<file path="src/rtl/mem_pkg.sv">
// Shared types and constants for the main-memory block protocol.
package mem_pkg;

    localparam int BLOCKSIZE      = 128;
    localparam int BYTE_ADDR_BITS = 4;
    localparam int TMR_W          = 4;

    typedef enum logic [2:0] {
        D_IDLE    = 3'd0,
        D_WB_REQ  = 3'd1,
        D_WB_WAIT = 3'd2,
        D_RF_REQ  = 3'd3,
        D_RF_WAIT = 3'd4,
        D_RESP    = 3'd5
    } dreq_state_t;

    typedef enum logic [1:0] {
        I_IDLE = 2'd0,
        I_REQ  = 2'd1,
        I_WAIT = 2'd2,
        I_RESP = 2'd3
    } ireq_state_t;

    // Clears the byte offset so the memory always sees a block address.
    function automatic logic [31:0] block_align(input logic [31:0] addr);
        return {addr[31:BYTE_ADDR_BITS], {BYTE_ADDR_BITS{1'b0}}};
    endfunction

endpackage

</file>
<file path="src/rtl/imem_refill_fsm.sv">
// Instruction-side refill engine: read-only requests on memory port 2.
//
// state  | meaning
// I_IDLE | waiting for an I-cache miss
// I_REQ  | Valid2 pulse on the port
// I_WAIT | waiting for Ready2, re-issues on timeout
// I_RESP | refill data captured, pulse goes out next cycle
module imem_refill_fsm
    import mem_pkg::*;
#(
    parameter int TIMEOUT = 15
) (
    input  logic                 clk_i,
    input  logic                 rst_ni,
    input  logic                 miss_valid,
    input  logic [31:0]          miss_addr,
    output logic                 busy,
    output logic                 refill_valid,
    output logic [BLOCKSIZE-1:0] refill_data,
    output logic                 valid,
    output logic [31:0]          raddr,
    input  logic                 ready,
    input  logic [BLOCKSIZE-1:0] rdata
);

    ireq_state_t      state_q, state_d;
    logic [TMR_W-1:0] tmr_q;
    logic             capture;
    logic             accept;

    // Next-state decode; Ready is only honoured while waiting.
    always_comb begin
        state_d = state_q;
        capture = 1'b0;
        accept  = 1'b0;
        case (state_q)
            I_IDLE: if (miss_valid) begin
                accept  = 1'b1;
                state_d = I_REQ;
            end
            I_REQ:  state_d = I_WAIT;
            I_WAIT: begin
                if (ready) begin
                    capture = 1'b1;
                    state_d = I_RESP;
                end else if (tmr_q == TMR_W'(TIMEOUT)) begin
                    state_d = I_REQ;
                end
            end
            I_RESP: state_d = I_IDLE;
            default: state_d = I_IDLE;
        endcase
    end

    // State register and wait timer, timer cleared whenever WAIT is (re)entered.
    always_ff @(posedge clk_i or negedge rst_ni) begin
        if (!rst_ni) begin
            state_q <= I_IDLE;
            tmr_q   <= '0;
        end else begin
            state_q <= state_d;
            tmr_q   <= (state_q == I_WAIT && state_d == I_WAIT) ? tmr_q + TMR_W'(1) : '0;
        end
    end

    // Registered outputs; the refill pulse trails the RESP state by one cycle.
    always_ff @(posedge clk_i or negedge rst_ni) begin
        if (!rst_ni) begin
            valid        <= 1'b0;
            busy         <= 1'b0;
            refill_valid <= 1'b0;
            refill_data  <= '0;
            raddr        <= '0;
        end else begin
            valid        <= (state_d == I_REQ);
            busy         <= (state_d != I_IDLE);
            refill_valid <= (state_q == I_RESP);
            if (capture) refill_data <= rdata;
            if (accept)  raddr       <= block_align(miss_addr);
        end
    end

endmodule

</file>
<file path="src/rtl/mainmem_requester.sv">
// Memory requester: D path (port 1, writeback + refill) lives here, I path in a sub-module.
//
// state     | meaning
// D_IDLE    | waiting for a D-cache miss
// D_WB_REQ  | write pulse for the dirty victim
// D_WB_WAIT | waiting for writeback Ready1, re-issues on timeout
// D_RF_REQ  | read pulse for the miss block
// D_RF_WAIT | waiting for refill Ready1, re-issues on timeout
// D_RESP    | refill data captured, pulse goes out next cycle
module mainmem_requester
    import mem_pkg::*;
#(
    parameter int TIMEOUT = 15
) (
    input  logic                 clk_i,
    input  logic                 rst_ni,
    input  logic                 dMissValid_i,
    input  logic [31:0]          dMissAddr_i,
    input  logic                 dDirty_i,
    input  logic [31:0]          dVictimAddr_i,
    input  logic [BLOCKSIZE-1:0] dVictimData_i,
    output logic                 dBusy_o,
    output logic                 dRefillValid_o,
    output logic [BLOCKSIZE-1:0] dRefillData_o,
    input  logic                 iMissValid_i,
    input  logic [31:0]          iMissAddr_i,
    output logic                 iBusy_o,
    output logic                 iRefillValid_o,
    output logic [BLOCKSIZE-1:0] iRefillData_o,
    output logic                 Valid1_o,
    output logic                 Wen_o,
    output logic [31:0]          rAddr1_o,
    output logic [31:0]          wAddr_o,
    output logic [BLOCKSIZE-1:0] WriteD_o,
    input  logic                 Ready1_i,
    input  logic [BLOCKSIZE-1:0] ReadD1_i,
    output logic                 Valid2_o,
    output logic [31:0]          rAddr2_o,
    input  logic                 Ready2_i,
    input  logic [BLOCKSIZE-1:0] ReadD2_i
);

    dreq_state_t      state_q, state_d;
    logic [TMR_W-1:0] tmr_q;
    logic             timed_out;
    logic             capture;
    logic             accept;

    assign timed_out = (tmr_q == TMR_W'(TIMEOUT));

    // D-path next-state decode; writeback always precedes the refill read.
    always_comb begin
        state_d = state_q;
        capture = 1'b0;
        accept  = 1'b0;
        case (state_q)
            D_IDLE: if (dMissValid_i) begin
                accept  = 1'b1;
                state_d = dDirty_i ? D_WB_REQ : D_RF_REQ;
            end
            D_WB_REQ:  state_d = D_WB_WAIT;
            D_WB_WAIT: begin
                if (Ready1_i)       state_d = D_RF_REQ;
                else if (timed_out) state_d = D_WB_REQ;
            end
            D_RF_REQ:  state_d = D_RF_WAIT;
            D_RF_WAIT: begin
                if (Ready1_i) begin
                    capture = 1'b1;
                    state_d = D_RESP;
                end else if (timed_out) begin
                    state_d = D_RF_REQ;
                end
            end
            D_RESP:  state_d = D_IDLE;
            default: state_d = D_IDLE;
        endcase
    end

    // State register; one timer serves both WAIT states since only one is ever active.
    always_ff @(posedge clk_i or negedge rst_ni) begin
        if (!rst_ni) begin
            state_q <= D_IDLE;
            tmr_q   <= '0;
        end else begin
            state_q <= state_d;
            tmr_q   <= (state_q == state_d &&
                        (state_q == D_WB_WAIT || state_q == D_RF_WAIT)) ? tmr_q + TMR_W'(1) : '0;
        end
    end

    // Registered port-1 and D-cache outputs; addresses/victim data latched at acceptance.
    always_ff @(posedge clk_i or negedge rst_ni) begin
        if (!rst_ni) begin
            Valid1_o       <= 1'b0;
            Wen_o          <= 1'b0;
            dBusy_o        <= 1'b0;
            dRefillValid_o <= 1'b0;
            dRefillData_o  <= '0;
            rAddr1_o       <= '0;
            wAddr_o        <= '0;
            WriteD_o       <= '0;
        end else begin
            Valid1_o       <= (state_d == D_WB_REQ) || (state_d == D_RF_REQ);
            Wen_o          <= (state_d == D_WB_REQ);
            dBusy_o        <= (state_d != D_IDLE);
            dRefillValid_o <= (state_q == D_RESP);
            if (capture) dRefillData_o <= ReadD1_i;
            if (accept) begin
                rAddr1_o <= block_align(dMissAddr_i);
                wAddr_o  <= block_align(dVictimAddr_i);
                WriteD_o <= dVictimData_i;
            end
        end
    end

    imem_refill_fsm #(
        .TIMEOUT (TIMEOUT)
    ) u_imem (
        .clk_i        (clk_i),
        .rst_ni       (rst_ni),
        .miss_valid   (iMissValid_i),
        .miss_addr    (iMissAddr_i),
        .busy         (iBusy_o),
        .refill_valid (iRefillValid_o),
        .refill_data  (iRefillData_o),
        .valid        (Valid2_o),
        .raddr        (rAddr2_o),
        .ready        (Ready2_i),
        .rdata        (ReadD2_i)
    );

endmodule

</file>
<file path="config.mk">
export PLATFORM = sky130hd
export DESIGN_NAME = mainmem_requester
export DESIGN_NICKNAME = d
export VERILOG_FILES = /design/src/rtl/mem_pkg.sv /design/src/rtl/imem_refill_fsm.sv /design/src/rtl/mainmem_requester.sv
export SDC_FILE = /design/constraint.sdc
export NUM_CORES = 1
export LEC_CHECK = 0
export BUFFER_PORTS_ARGS = -buffer_cell sky130_fd_sc_hd__buf_2
export CORE_AREA = 3 3 375 377
export CTS_CLUSTER_DIAMETER = 100
export DETAILED_ROUTE_END_ITERATION = 10
export DIE_AREA = 0 0 378 380
export GPL_ROUTABILITY_DRIVEN = 0
export PLACE_DENSITY = 0.3
export SYNTH_ARGS = -nofsm -noshare
export SYNTH_HDL_FRONTEND = slang
export SYNTH_SLANG_ARGS = --single-unit
</file>
<file path="constraint.sdc">
create_clock -name clk_i -period 2.05 [get_ports clk_i]
set_clock_uncertainty 0.2 [all_clocks]
set_input_delay 0.205 -clock clk_i [delete_from_list [all_inputs] [get_ports clk_i]]
set_output_delay 0.205 -clock clk_i [all_outputs]
set_load 0.02 [all_outputs]
</file>
==> results.txt, run 1 <==
----------------------------------------------------
[STA]
  Worst slew pin tran ... 0.560 ns
  Setup TNS Final ... 0 ns
  Post-route clock period utilization ... 97.4%
  Minimum hold slack ... 0.140 ns
  Worst rel slew slack ... 62.7%
  Post-route minimum period ... 2.00 ns
  Number of pins exceeding their max-slew limit in the final report ... 0
  Achievable clock frequency ... 0.501 GHz
  Count of endpoints failing hold in the final timing report ... 0
  Final setup vio count ... 0
  RSZ-0062 raised after global routing ... no

[Power and ir drop]
  Switching Share ... 38.3%
  Share of power burned in registers ... 32.8%
  Power density over the cells ... 1570 nW/um^2
  Share of total power in combinational logic ... 44.5%
  Proportion of power drawn by the clock network ... 22.7%
  Leakage power ... 0.0160 uW
  Maximum resistive drop on vdd ... 679 uV
  Net Switching ... 20000 uW
  Int Pwr ... 32200 uW

[Final layout]
  Area grow syn2layout ... 75.3%
  Fill cell instance count of the final layout ... 14680
  Number of nets in the layout ... 3079
  Final cell utilization of the core ... 24.2%
  Area used by multi-input combinational logic ... 6330 sq um
  Storage element area ... 12200 sq um
  Proportion of layout cells with a drive suffix above 1 ... 60.0%

[Floorplan]
  Die Span Y ... 380 um
  Initial core utilization ... 13.8%
  Core outline area ... 137000 sq um
  Core Rows ... 136
  Area of the die ... 144000 sq um
  Total I/O pin count ... 974
  Die width ... 378 um

[Critical path]
  Kind of end point of the critical path ... flip-flop
  End of the worst register-to-register path ... wAddr_o[28]
  Setup crit start kind ... flip-flop
  Cell count along the critical path ... 4
  Crit path kind ... reg -> reg
  Worst setup slack for register-to-register paths ... 0.05 ns
  Series of cell instances along the critical path ... or4b_4 -> buf_12 -> buf_12 -> mux2_4
  CP max FO ... 32
  Worst-path cell with the longest stage delay ... sky130_fd_sc_hd__or4b_4
  Crit. Startpoint ... state_q[0]
  Data required time of the critical path ... 2.36 ns
  Most frequent cell on the critical path ... sky130_fd_sc_hd__buf_12
  Delay of the slowest cell on the worst path ... 0.57 ns
  Buffering stage count on the worst path with inverters included ... 2
  Path depth of the worst reg2reg path ... 4
  Data arrival time of the worst path ... 2.30 ns
  Cell family with most CP delay ... simple AND/OR/NAND/NOR gates
  R2R Path Start ... state_q[0]
  Critical Path End ... wAddr_o[28]

[Job]
  Maximum capacitance violations ... 0

[GRT]
  GRT Total Usage ... 10.4%
  Pin count of the biggest net entering global routing ... 97
  Residual overflow from global routing ... 0
  Number of antenna violations at the first check in global routing ... 4
  First-pass GRT wire length ... 112000 um
  Number of global-route vias before repair ... 16933

[Clock tree]
  Maximum count of clock buffers along a single path ... 3
  Worst-skew pair later-pin latency ... 0.62 ns
  Post-CTS Setup Repair Bufs ... 0
  Clock tree from TritonCTS ... done
  Clk Tree Root Cell ... sky130_fd_sc_hd__clkbuf_16
  H-Tree Level Count ... 3
  Clock transition time at the flip-flop clock pins of the worst setup and hold paths ... 0.06 ns
  Number of sinks on the clock net ... 488
  Total clock buffers created by CTS ... 69

[Drt]
  Routed length per instance ... 17.5 um
  Number of nets with antenna violations after routing ... 0
  Count of TritonRoute iterations in the first routing pass ... 4
  Via-to-Cell Ratio ... 3.34
  Total via count after detailed routing ... 14819
  Drt first-iter violations ... 335
  Post-route DRC ... 0
  Total wirelength of the detailed-routed design ... 77400 um

[Status]
  Outcome ... complete, no violations

[Synthesis]
  Area contributors post-synth ... sky130_fd_sc_hd__dfrtp_1 (64%), sky130_fd_sc_hd__mux2_2 (19%), sky130_fd_sc_hd__mux2_4 (12%)
  Sequential share of the synthesized area ... 64.3%
  Leading area contributor after synthesis ... sky130_fd_sc_hd__dfrtp_1
  Most frequent cell after synthesis ... sky130_fd_sc_hd__dfrtp_1
  Synth Area per Inst ... 17.3 sq um
  Top cells by count, synth ... sky130_fd_sc_hd__dfrtp_1 (488), sky130_fd_sc_hd__mux2_2 (319), sky130_fd_sc_hd__mux2_4 (150)
  Number of enable flip-flop cells after synthesis ... 0
  Cell count after synthesis ... 1098
  Netlist Area Pre-Place ... 19000 sq um
  Main flop type after synthesis ... sky130_fd_sc_hd__dfrtp_1
  Post-synthesis async set-or-reset flop share ... 100%
  Post-synth cell types ... 39
  Share of Yosys cell area claimed by the top area cell type ... 64.3%
  Register bit total from synthesis ... 488
  Count of yosys warnings during synthesis ... 0

[Placed design]
  Count of buffers inserted at the top-level ports ... 949
  Final HPWL DP ... 59200 um

[Worst hold path]
  Tightest Hold Check Type ... in -> reg

----------------------------------------------------
-- tightest hold or removal path, cell delays in order --
cell and delay, ns:
sky130_fd_sc_hd__dlygate4sd3_1 0.51, sky130_fd_sc_hd__buf_2 0.09, sky130_fd_sc_hd__mux2_2 0.13
-- cell families (layout without fill, tap and decap cells) --
family | Yosys count | count (layout) | share of synthesized area, %
DFF | 488 | 488 | 64.3
muxes | 470 | 470 | 30.8
buffers and inverters | 74 | 1600 | 2.64
and+or+nand+nor | 41 | 41 | 1.24
AOI/OAI and AO/OA | 18 | 18 | 0.652
xor gates and xnor gates | 4 | 4 | 0.185
adders and majority gates | 2 | 2 | 0.132
other | 1 | 15 | 0.0197
-- layer usage --
metal	GRT usage [%]	wire length [um]	up-vias
li1	-	-	6837
met1	10.6	27700	7330
met2	19.8	41600	527
met3	3.32	5420	123
met4	3.86	2680	2
met5	0	13	-
-- power groups by stage --
stage | Clock [uW] | Combinational, uW | Sequential [uW]
floorplan | 0 | 8120 | 22800
global placement | 0 | 22900 | 17200
detailed placement | 0 | 23000 | 17200
CTS | 12500 | 23800 | 17200
global route | 12900 | 24700 | 17800
finish | 11900 | 23300 | 17100
-- cell usage in the layout, fill, tap and decap left out, types with 3 or more instances in the layout --
| cell type | netlist | routed |
|---|---|---|
| sky130_fd_sc_hd__o21ai_0 | 4 | 4 |
| sky130_fd_sc_hd__nand2_1 | 3 | 3 |
| sky130_fd_sc_hd__nor3_1 | 3 | 3 |
| sky130_fd_sc_hd__dfrtp_1 | 488 | 488 |
| sky130_fd_sc_hd__clkbuf_8 | 0 | 15 |
| sky130_fd_sc_hd__buf_2 | 34 | 948 |
| sky130_fd_sc_hd__nor2_1 | 11 | 11 |
| sky130_fd_sc_hd__clkbuf_1 | 5 | 13 |
| sky130_fd_sc_hd__mux2_4 | 150 | 150 |
| sky130_fd_sc_hd__clkinv_2 | 0 | 6 |
| sky130_fd_sc_hd__inv_6 | 0 | 4 |
| sky130_fd_sc_hd__inv_1 | 4 | 4 |
| sky130_fd_sc_hd__nand2b_1 | 3 | 3 |
| sky130_fd_sc_hd__clkbuf_16 | 0 | 71 |
| sky130_fd_sc_hd__xnor2_1 | 3 | 3 |
| sky130_fd_sc_hd__dlygate4sd3_1 | 0 | 475 |
| sky130_fd_sc_hd__conb_1 | 1 | 12 |
| sky130_fd_sc_hd__mux2_2 | 319 | 319 |
| sky130_fd_sc_hd__buf_12 | 0 | 24 |
| sky130_fd_sc_hd__o211ai_1 | 4 | 4 |
| sky130_fd_sc_hd__buf_4 | 14 | 32 |
| sky130_fd_sc_hd__diode_2 | 0 | 3 |
| sky130_fd_sc_hd__bufinv_16 | 0 | 3 |
| sky130_fd_sc_hd__a31oi_1 | 3 | 3 |
-- layout make-up --
| class | instances | share of cell area, % |
|---|---|---|
| multi-input cells | 547 | 19.0 |
| inverters | 4 | 0.0451 |
| repair buffers | 1480 | 30.8 |
| clock inverters | 17 | 0.613 |
| well taps | 1794 | 6.74 |
| flip-flops and latches | 488 | 36.7 |
| clock buffers | 99 | 6.11 |
| diodes | 3 | 0.0226 |
-- state kept, by name, summed over array words and instances, names as in the netlist --
| name | cells |
|---|---|
| dRefillValid_o | 1 |
| dBusy_o | 1 |
| u_imem.refill_data | 128 |
| rAddr1_o | 28 |
| state_q | 3 |
| u_imem.busy | 1 |
| wAddr_o | 28 |
| dRefillData_o | 128 |
| u_imem.state_q | 2 |
| u_imem.refill_valid | 1 |
| u_imem.raddr | 28 |
| u_imem.tmr_q | 4 |
| Wen_o | 1 |
| tmr_q | 4 |
| WriteD_o | 128 |
| u_imem.valid | 1 |
| Valid1_o | 1 |
-- timing repair --
item | 4_1_cts | 5_1_grt
hold buffers | 476 | 0
resized for setup | 0 | 0
endpoints found under the hold margin | 973 | 0
-- metrics by stage --
| stage | instances | instance area, sq um | setup WS (ns) | total power, uW |
|---|---|---|---|---|
| 2_1_floorplan | 1109 | 19000 | 0.152 | 30900 |
| 3_3_place_gp | 3837 | 26300 | 0.0102 | 40100 |
| 3_5_place_dp | 3837 | 26300 | 0.0127 | 40200 |
| 4_1_cts | 4429 | 33300 | 0.0525 | 53500 |
| 5_1_grt | 4431 | 33300 | 0.0135 | 55300 |
| 6_report | 4432 | 33300 | 0.0542 | 52300 |
-- worst min-delay path by stage --
stage	cells past startpoint	end	from	slack, ns
after floorplan	0	Valid1_o	rst_ni	-0.29
after global placement	1	dRefillData_o[65]	rst_ni	-0.02
after detailed placement	1	dRefillData_o[54]	rst_ni	-0.03
after CTS	3	dRefillData_o[107]	ReadD1_i[107]	0.04
after global routing	3	u_imem.refill_data[30]	ReadD2_i[30]	0.07
final	3	u_imem.refill_data[3]	ReadD2_i[3]	0.14
Power figures use the tool's default switching activity.
==> run 2: changes to the inputs <==
CORE_AREA = 3 3 382 384   (was 3 3 375 377)
DIE_AREA = 0 0 385 387   (was 0 0 378 380)
==> run 2 against run 1 <==
Compared with the run above:
- fmax fell by 0.11%
- critical path type unchanged
- critical path depth unchanged
- core utilization shrank 0.62 points
- total power increased by 1.5%
- worst setup slack got worse by 0.0021 ns
- register-to-register slack about the same
- hold slack got worse by 0.039 ns
- wire length shrank 1.7%
- sequential power barely moved
- first-iteration DRC count rose by 22%
- cell count is 3.1% higher
==> results.txt, run 2 (synthesis results as in run 1) <==
----------------------------------------------------
[STA]
  RSZ-0062 raised after global routing ... no
  Setup TNS Final ... 0 ns
  Post-route minimum period ... 2.00 ns
  Number of pins exceeding their max-slew limit in the final report ... 0
  Final setup vio count ... 0
  Post-route clock period utilization ... 97.5%
  Count of endpoints failing hold in the final timing report ... 0
  Achievable clock frequency ... 0.501 GHz

[Critical path]
  Path depth of the worst reg2reg path ... 4
  Setup crit start kind ... flip-flop
  Data arrival time of the worst path ... 2.30 ns
  Worst setup slack for register-to-register paths ... 0.05 ns
  Delay of the slowest cell on the worst path ... 0.56 ns
  Worst-path cell with the longest stage delay ... sky130_fd_sc_hd__or4b_4
  R2R Path Start ... state_q[0]
  Buffering stage count on the worst path with inverters included ... 2
  Crit path kind ... reg -> reg
  Series of cell instances along the critical path ... or4b_4 -> buf_4 -> buf_12 -> mux2_4
  Cell count along the critical path ... 4
  End of the worst register-to-register path ... WriteD_o[84]
  Kind of end point of the critical path ... flip-flop
  Data required time of the critical path ... 2.35 ns
  Cell family with most CP delay ... simple AND/OR/NAND/NOR gates
  CP max FO ... 27

[Clock tree]
  Number of sinks on the clock net ... 488
  Worst-skew pair later-pin latency ... 0.63 ns
  Number of instances resized during post-cts repair ... 0
  Total clock buffers created by CTS ... 70
  H-Tree Level Count ... 3
  Clock tree from TritonCTS ... done
  Clk Tree Root Cell ... sky130_fd_sc_hd__clkbuf_16
  Clock transition time at the flip-flop clock pins of the worst setup and hold paths ... 0.06 ns
  Maximum count of clock buffers along a single path ... 3

[Floorplan]
  Die width ... 385 um
  Initial core utilization ... 13.3%
  Total I/O pin count ... 974
  Die Span Y ... 387 um
  Area of the die ... 149000 sq um
  Core Rows ... 139
  Core outline area ... 143000 sq um

[Power and ir drop]
  Proportion of power drawn by the clock network ... 23.9%
  Share of total power in combinational logic ... 43.7%
  Switching Share ... 38.0%
  Power density over the cells ... 1570 nW/um^2
  Net Switching ... 20100 uW
  Share of power burned in registers ... 32.4%
  Leakage power ... 0.0162 uW
  Int Pwr ... 32900 uW
  Maximum resistive drop on vdd ... 837 uV
  Design Power ... 53000 uW

[GRT]
  GRT Total Usage ... 9.87%
  Pin count of the biggest net entering global routing ... 66
  Number of global-route vias before repair ... 17024
  First-pass GRT wire length ... 111000 um
  Residual overflow from global routing ... 0
  Number of antenna violations at the first check in global routing ... 9

[Drt]
  Via-to-Cell Ratio ... 3.31
  Total wirelength of the detailed-routed design ... 76100 um
  Post-route DRC ... 0
  Number of nets with antenna violations after routing ... 0
  Total via count after detailed routing ... 15109
  Count of TritonRoute iterations in the first routing pass ... 4
  Drt first-iter violations ... 408
  Routed length per instance ... 16.6 um

[Final layout]
  Most used cells in the layout excluding fill and tap cells ... sky130_fd_sc_hd__buf_2 (948), sky130_fd_sc_hd__dfrtp_1 (488), sky130_fd_sc_hd__dlygate4sd3_1 (476)
  Area grow syn2layout ... 77.8%
  Commonest non-fill, non-tap cell in the layout ... sky130_fd_sc_hd__buf_2
  Proportion of layout cells with a drive suffix above 1 ... 60.5%
  Number of nets in the layout ... 3100
  Leading registers by flop count ... WriteD_o x128, dRefillData_o x128, u_imem.refill_data x128
  Fill cell instance count of the final layout ... 15276

[Worst hold path]
  Tightest Hold Check Type ... in -> async

[Placed design]
  Final HPWL DP ... 58100 um
  Count of buffers inserted at the top-level ports ... 949

[Status]
  Outcome ... complete, no violations

[Job]
  Maximum capacitance violations ... 0

----------------------------------------------------
-- run 2: cell count changes in the layout (fill, tap and decap cells not counted), sizes merged --
cell | previous run | this run
clkbuf | 99 | 103
buf | 1005 | 1024
inv | 8 | 7
clkinvlp | 1 | 0
dlygate4sd3 | 475 | 476
bufinv | 3 | 5
clkinv | 9 | 15
-- run 2: timing repair --
item / in CTS / in global routing
buffers inserted: 0 / 0
hold buffers: 477 / 0
hold endpoints to repair: 974 / 0
-- run 2: final cells by class --
cell class | count | area [sq um] | area share (%)
Tap cell | 1903 | 2380 | 7.05
Antenna cell | 3 | 7.51 | 0.0222
Sequential cell | 488 | 12200 | 36.2
Clock inverter | 23 | 314 | 0.930
Inverter | 4 | 15.0 | 0.0445
Timing Repair Buffer | 1500 | 10400 | 30.7
Multi-Input combinational cell | 547 | 6330 | 18.8
Clock buffer | 103 | 2130 | 6.30
-- run 2: worst max-delay path by stage --
stage / slack, ns / startpoint / end
floorplan: 0.15 / state_q[0] / WriteD_o[0]
global placement: 0.06 / state_q[0] / WriteD_o[121]
detailed placement: 0.06 / state_q[0] / WriteD_o[82]
CTS: 0.05 / state_q[0] / WriteD_o[82]
global route: 0.02 / state_q[0] / WriteD_o[92]
finish: 0.05 / state_q[0] / WriteD_o[84]
-- run 2: power by group through the flow --
stage                     Clock, uW  Combinational [uW]  Sequential, uW
after CTS                     13300               23700           17300
after detailed placement          0               22800           17300
after floorplan                   0                8120           22800
after global placement            0               22700           17300
after global routing          13600               24500           17800
final                         12700               23200           17200
-- run 2: layer usage --
metal | vias up | global-route usage, % | wire [um]
met5 | - | 0 | 0
met1 | 7479 | 10.6 | 28400
met3 | 127 | 3.19 | 5860
met2 | 613 | 17.8 | 39200
li1 | 6890 | - | -
met4 | 0 | 3.88 | 2670
-- run 2: worst register-to-register path, stage by stage (launching register included) --
cell                      delay [ns]
sky130_fd_sc_hd__dfrtp_1        0.40
sky130_fd_sc_hd__or4b_4         0.56
sky130_fd_sc_hd__buf_4          0.20
sky130_fd_sc_hd__buf_12         0.19
sky130_fd_sc_hd__mux2_4         0.33
-- run 2: through the flow --
stage	utilization, %	hold WS [ns]	instances	area, sq um	setup slack [ns]
2_1_floorplan	-	-0.291	1109	19000	0.152
3_3_place_gp	18.5	-0.0589	3965	26500	0.0630
3_5_place_dp	18.5	-0.0546	3965	26500	0.0650
4_1_cts	23.6	0.0169	4568	33800	0.0454
5_1_grt	23.6	0.0579	4570	33800	0.0245
6_report	23.6	0.100	4571	33800	0.0521
==> run 3: changes to the inputs <==
ABC_AREA = 1   (was default)
CORE_AREA = 3 3 383 385   (was 3 3 382 384)
DIE_AREA = 0 0 386 388   (was 0 0 385 387)
==> run 3 against run 2 <==
Compared with the run above:
- register-to-register slack improved by 0.08 ns
- critical path depth down 1
- via count grew 26%
- sequential share of layout area increased by 0.18 points
- synthesized cell count is 91% higher
- clock power decreased by 6%
- wire length up 23%
- flip-flop and latch count unchanged
- count of clock-buffer cells in the layout is 5 higher
- largest cell class unchanged
==> results.txt, run 3 <==
----------------------------------------------------
[STA]
  Post-route clock period utilization ... 93.7%
  Number of pins exceeding their max-slew limit in the final report ... 0
  Final setup vio count ... 0
  Worst rel slew slack ... 42.6%
  Setup TNS Final ... 0 ns
  Achievable clock frequency ... 0.521 GHz
  RSZ-0062 raised after global routing ... no
  Post-route minimum period ... 1.92 ns
  Worst slew pin tran ... 0.858 ns
  Count of endpoints failing hold in the final timing report ... 0

[Final layout]
  Final cell utilization of the core ... 23.4%
  Commonest non-fill, non-tap cell in the layout ... sky130_fd_sc_hd__buf_2
  Leading registers by flop count ... WriteD_o x128, dRefillData_o x128, u_imem.refill_data x128
  Most used cells in the layout excluding fill and tap cells ... sky130_fd_sc_hd__buf_2 (947), sky130_fd_sc_hd__nand2_1 (923), sky130_fd_sc_hd__dlygate4sd3_1 (495)
  Proportion of layout cells with a drive suffix above 1 ... 31.4%
  Area grow syn2layout ... 76.1%
  Final standard cell count with taps included and fillers excluded ... 5537
  Fill cell instance count of the final layout ... 15992
  Number of nets in the layout ... 4064

[Synthesis]
  Main flop type after synthesis ... sky130_fd_sc_hd__dfrtp_1
  Synth Area per Inst ... 9.09 sq um
  Area contributors post-synth ... sky130_fd_sc_hd__dfrtp_1 (64%), sky130_fd_sc_hd__nand2_1 (18%), sky130_fd_sc_hd__o21ai_0 (4.5%)
  Number of enable flip-flop cells after synthesis ... 0
  Post-synthesis async set-or-reset flop share ... 100%
  Share of Yosys cell area claimed by the top area cell type ... 64.0%
  Netlist Area Pre-Place ... 19100 sq um
  Cell count after synthesis ... 2100
  Most frequent cell after synthesis ... sky130_fd_sc_hd__nand2_1
  Post-synth cell types ... 25
  Register bit total from synthesis ... 488
  Sequential share of the synthesized area ... 64.0%
  Count of yosys warnings during synthesis ... 0
  Leading area contributor after synthesis ... sky130_fd_sc_hd__dfrtp_1
  Top cells by count, synth ... sky130_fd_sc_hd__nand2_1 (923), sky130_fd_sc_hd__dfrtp_1 (488), sky130_fd_sc_hd__inv_1 (197)

[Critical path]
  Setup crit start kind ... input port
  Cell family with most CP delay ... buffers and inverters
  Series of cell instances along the critical path ... dlygate4sd3_1 -> buf_8 -> dlygate4sd3_1
  Data arrival time of the worst path ... 2.37 ns
  Buffering stage count on the worst path with inverters included ... 3
  Data required time of the critical path ... 2.50 ns
  Crit path kind ... in -> async
  Delay of the slowest cell on the worst path ... 1.18 ns
  CP max FO ... 26
  Worst-path cell with the longest stage delay ... sky130_fd_sc_hd__dlygate4sd3_1
  Most frequent cell on the critical path ... sky130_fd_sc_hd__dlygate4sd3_1
  Kind of end point of the critical path ... async pin

[Drt]
  Via-to-Cell Ratio ... 3.43
  Drt first-iter violations ... 772
  Post-route DRC ... 0
  Total via count after detailed routing ... 18982
  Total wirelength of the detailed-routed design ... 93700 um
  Count of TritonRoute iterations in the first routing pass ... 5
  Routed length per instance ... 16.9 um
  Number of nets with antenna violations after routing ... 0

[Floorplan]
  Die Span Y ... 388 um
  Core outline area ... 143000 sq um
  Area of the die ... 150000 sq um
  Initial core utilization ... 13.3%
  Total I/O pin count ... 974
  Core Rows ... 139
  Die width ... 386 um

[GRT]
  First-pass GRT wire length ... 134000 um
  Met3 routing resource usage after global routing ... 3.55%
  Residual overflow from global routing ... 0
  Met2 global-route usage ... 20.8%
  GRT Total Usage ... 12.1%
  Number of global-route vias before repair ... 19839
  Top Usage Layer GRT ... met2
  Number of antenna violations at the first check in global routing ... 14
  Pin count of the biggest net entering global routing ... 115
  Met1 Resource Use GR ... 14.4%

[Placed design]
  Dpl cells ... 4911
  Count of buffers inserted at the top-level ports ... 949
  Final HPWL DP ... 71300 um

[Worst hold path]
  Tightest Hold Check Type ... in -> reg

[Power and ir drop]
  Power density over the cells ... 1480 nW/um^2
  Maximum resistive drop on vdd ... 641 uV
  Leakage power ... 0.0181 uW

[Status]
  Outcome ... complete, no violations

[Clock tree]
  Clock tree from TritonCTS ... done
  Worst-skew pair later-pin latency ... 0.62 ns
  Total clock buffers created by CTS ... 68
  Number of sinks on the clock net ... 488
  Clock transition time at the flip-flop clock pins of the worst setup and hold paths ... 0.06 ns
  H-Tree Level Count ... 3
  Clk Tree Root Cell ... sky130_fd_sc_hd__clkbuf_16
  Maximum count of clock buffers along a single path ... 3

[Job]
  Maximum capacitance violations ... 0

----------------------------------------------------
## run 3: cell types whose count changed after synthesis, moves of 4 or more
cell,change
sky130_fd_sc_hd__o21ai_1,+16
sky130_fd_sc_hd__nand3_1,+137
sky130_fd_sc_hd__nand2_1,+920
sky130_fd_sc_hd__mux2_4,-150
sky130_fd_sc_hd__inv_1,+193
sky130_fd_sc_hd__mux2_2,-319
sky130_fd_sc_hd__o21ai_0,+167
sky130_fd_sc_hd__nand2_2,+4
sky130_fd_sc_hd__buf_2,+13
sky130_fd_sc_hd__clkbuf_1,+24
sky130_fd_sc_hd__buf_4,+18
sky130_fd_sc_hd__inv_2,+6
## run 3: cell type report
cell class | count | area [sq um] | area share, %
clock buffers | 108 | 1990 | 5.93
repair buffers | 1521 | 10600 | 31.7
inverters | 203 | 764 | 2.27
clock inverters | 14 | 228 | 0.678
diodes | 7 | 17.5 | 0.0521
well taps | 1903 | 2380 | 7.08
multi-input cells | 1293 | 5370 | 16.0
flip-flops and latches | 488 | 12200 | 36.3
## run 3: cell families after synthesis
kind of cell,share of synthesized area (%)
AND/OR/NAND/NOR,22.6
flip-flops,64.0
buffers and inverters,8.10
AO/OA/AOI/OAI,4.94
XOR/XNOR,0.184
adder cells (fa/ha/maj),0.131
other,0.0197
## run 3: timing repair
action	in CTS	in global routing
gates resized for setup	0	2
hold endpoints to repair	969	0
endpoints found under the setup margin	0	2
hold buffers	495	0
buffers inserted	0	1
## run 3: path summary, 6_finish.rpt
kind	startpoint	to	slack, ns	cells past startpoint
max in group clk_i	state_q[0]	WriteD_o[125]	0.13	6
hold reg to reg	u_imem.tmr_q[0]	u_imem.tmr_q[0]	0.26	1
setup / recovery	rst_ni	u_imem.refill_data[73]	0.13	3
hold / removal	ReadD2_i[77]	u_imem.refill_data[77]	0.11	4
min in group asynchronous	rst_ni	dRefillData_o[35]	0.23	3
setup reg to reg	state_q[0]	WriteD_o[125]	0.13	6
## run 3: power breakdown
group / internal (uW) / leakage (uW) / total [uW] / switching [uW]
Sequential: 14300 / 0.00609 / 16800 / 2480
Combinational: 6950 / 0.0109 / 21100 / 14200
Clock: 7110 / 0.00107 / 11900 / 4790
Total: 28300 / 0.0181 / 49800 / 21400
## run 3: worst reg2reg max path, stage by stage (launching register included)
cell,delay [ns]
sky130_fd_sc_hd__dfrtp_2,0.44
sky130_fd_sc_hd__nor2_4,0.14
sky130_fd_sc_hd__nand3_4,0.13
sky130_fd_sc_hd__buf_12,0.19
sky130_fd_sc_hd__nand2_1,0.07
sky130_fd_sc_hd__o21ai_0,0.07
sky130_fd_sc_hd__dlygate4sd3_1,0.56
## run 3: metal layers
layer  routed length [um]  share of wire, %
met2                45900                49
met3                 6550               7.0
met1                38600                41
met4                 2700               2.9
met5                    0                 0
## run 3: stage by stage
stage	hold WS, ns	cell area (sq um)	power [uW]	worst slack (ns)
CTS	0.0181	33600	50900	0.0617
detailed placement	-0.0194	26400	37500	0.314
global route	0.0550	33600	53400	0.000366
floorplan	-0.291	19100	28200	0.578
finish	0.113	33600	49800	0.130
global placement	-0.0228	26400	37600	0.319
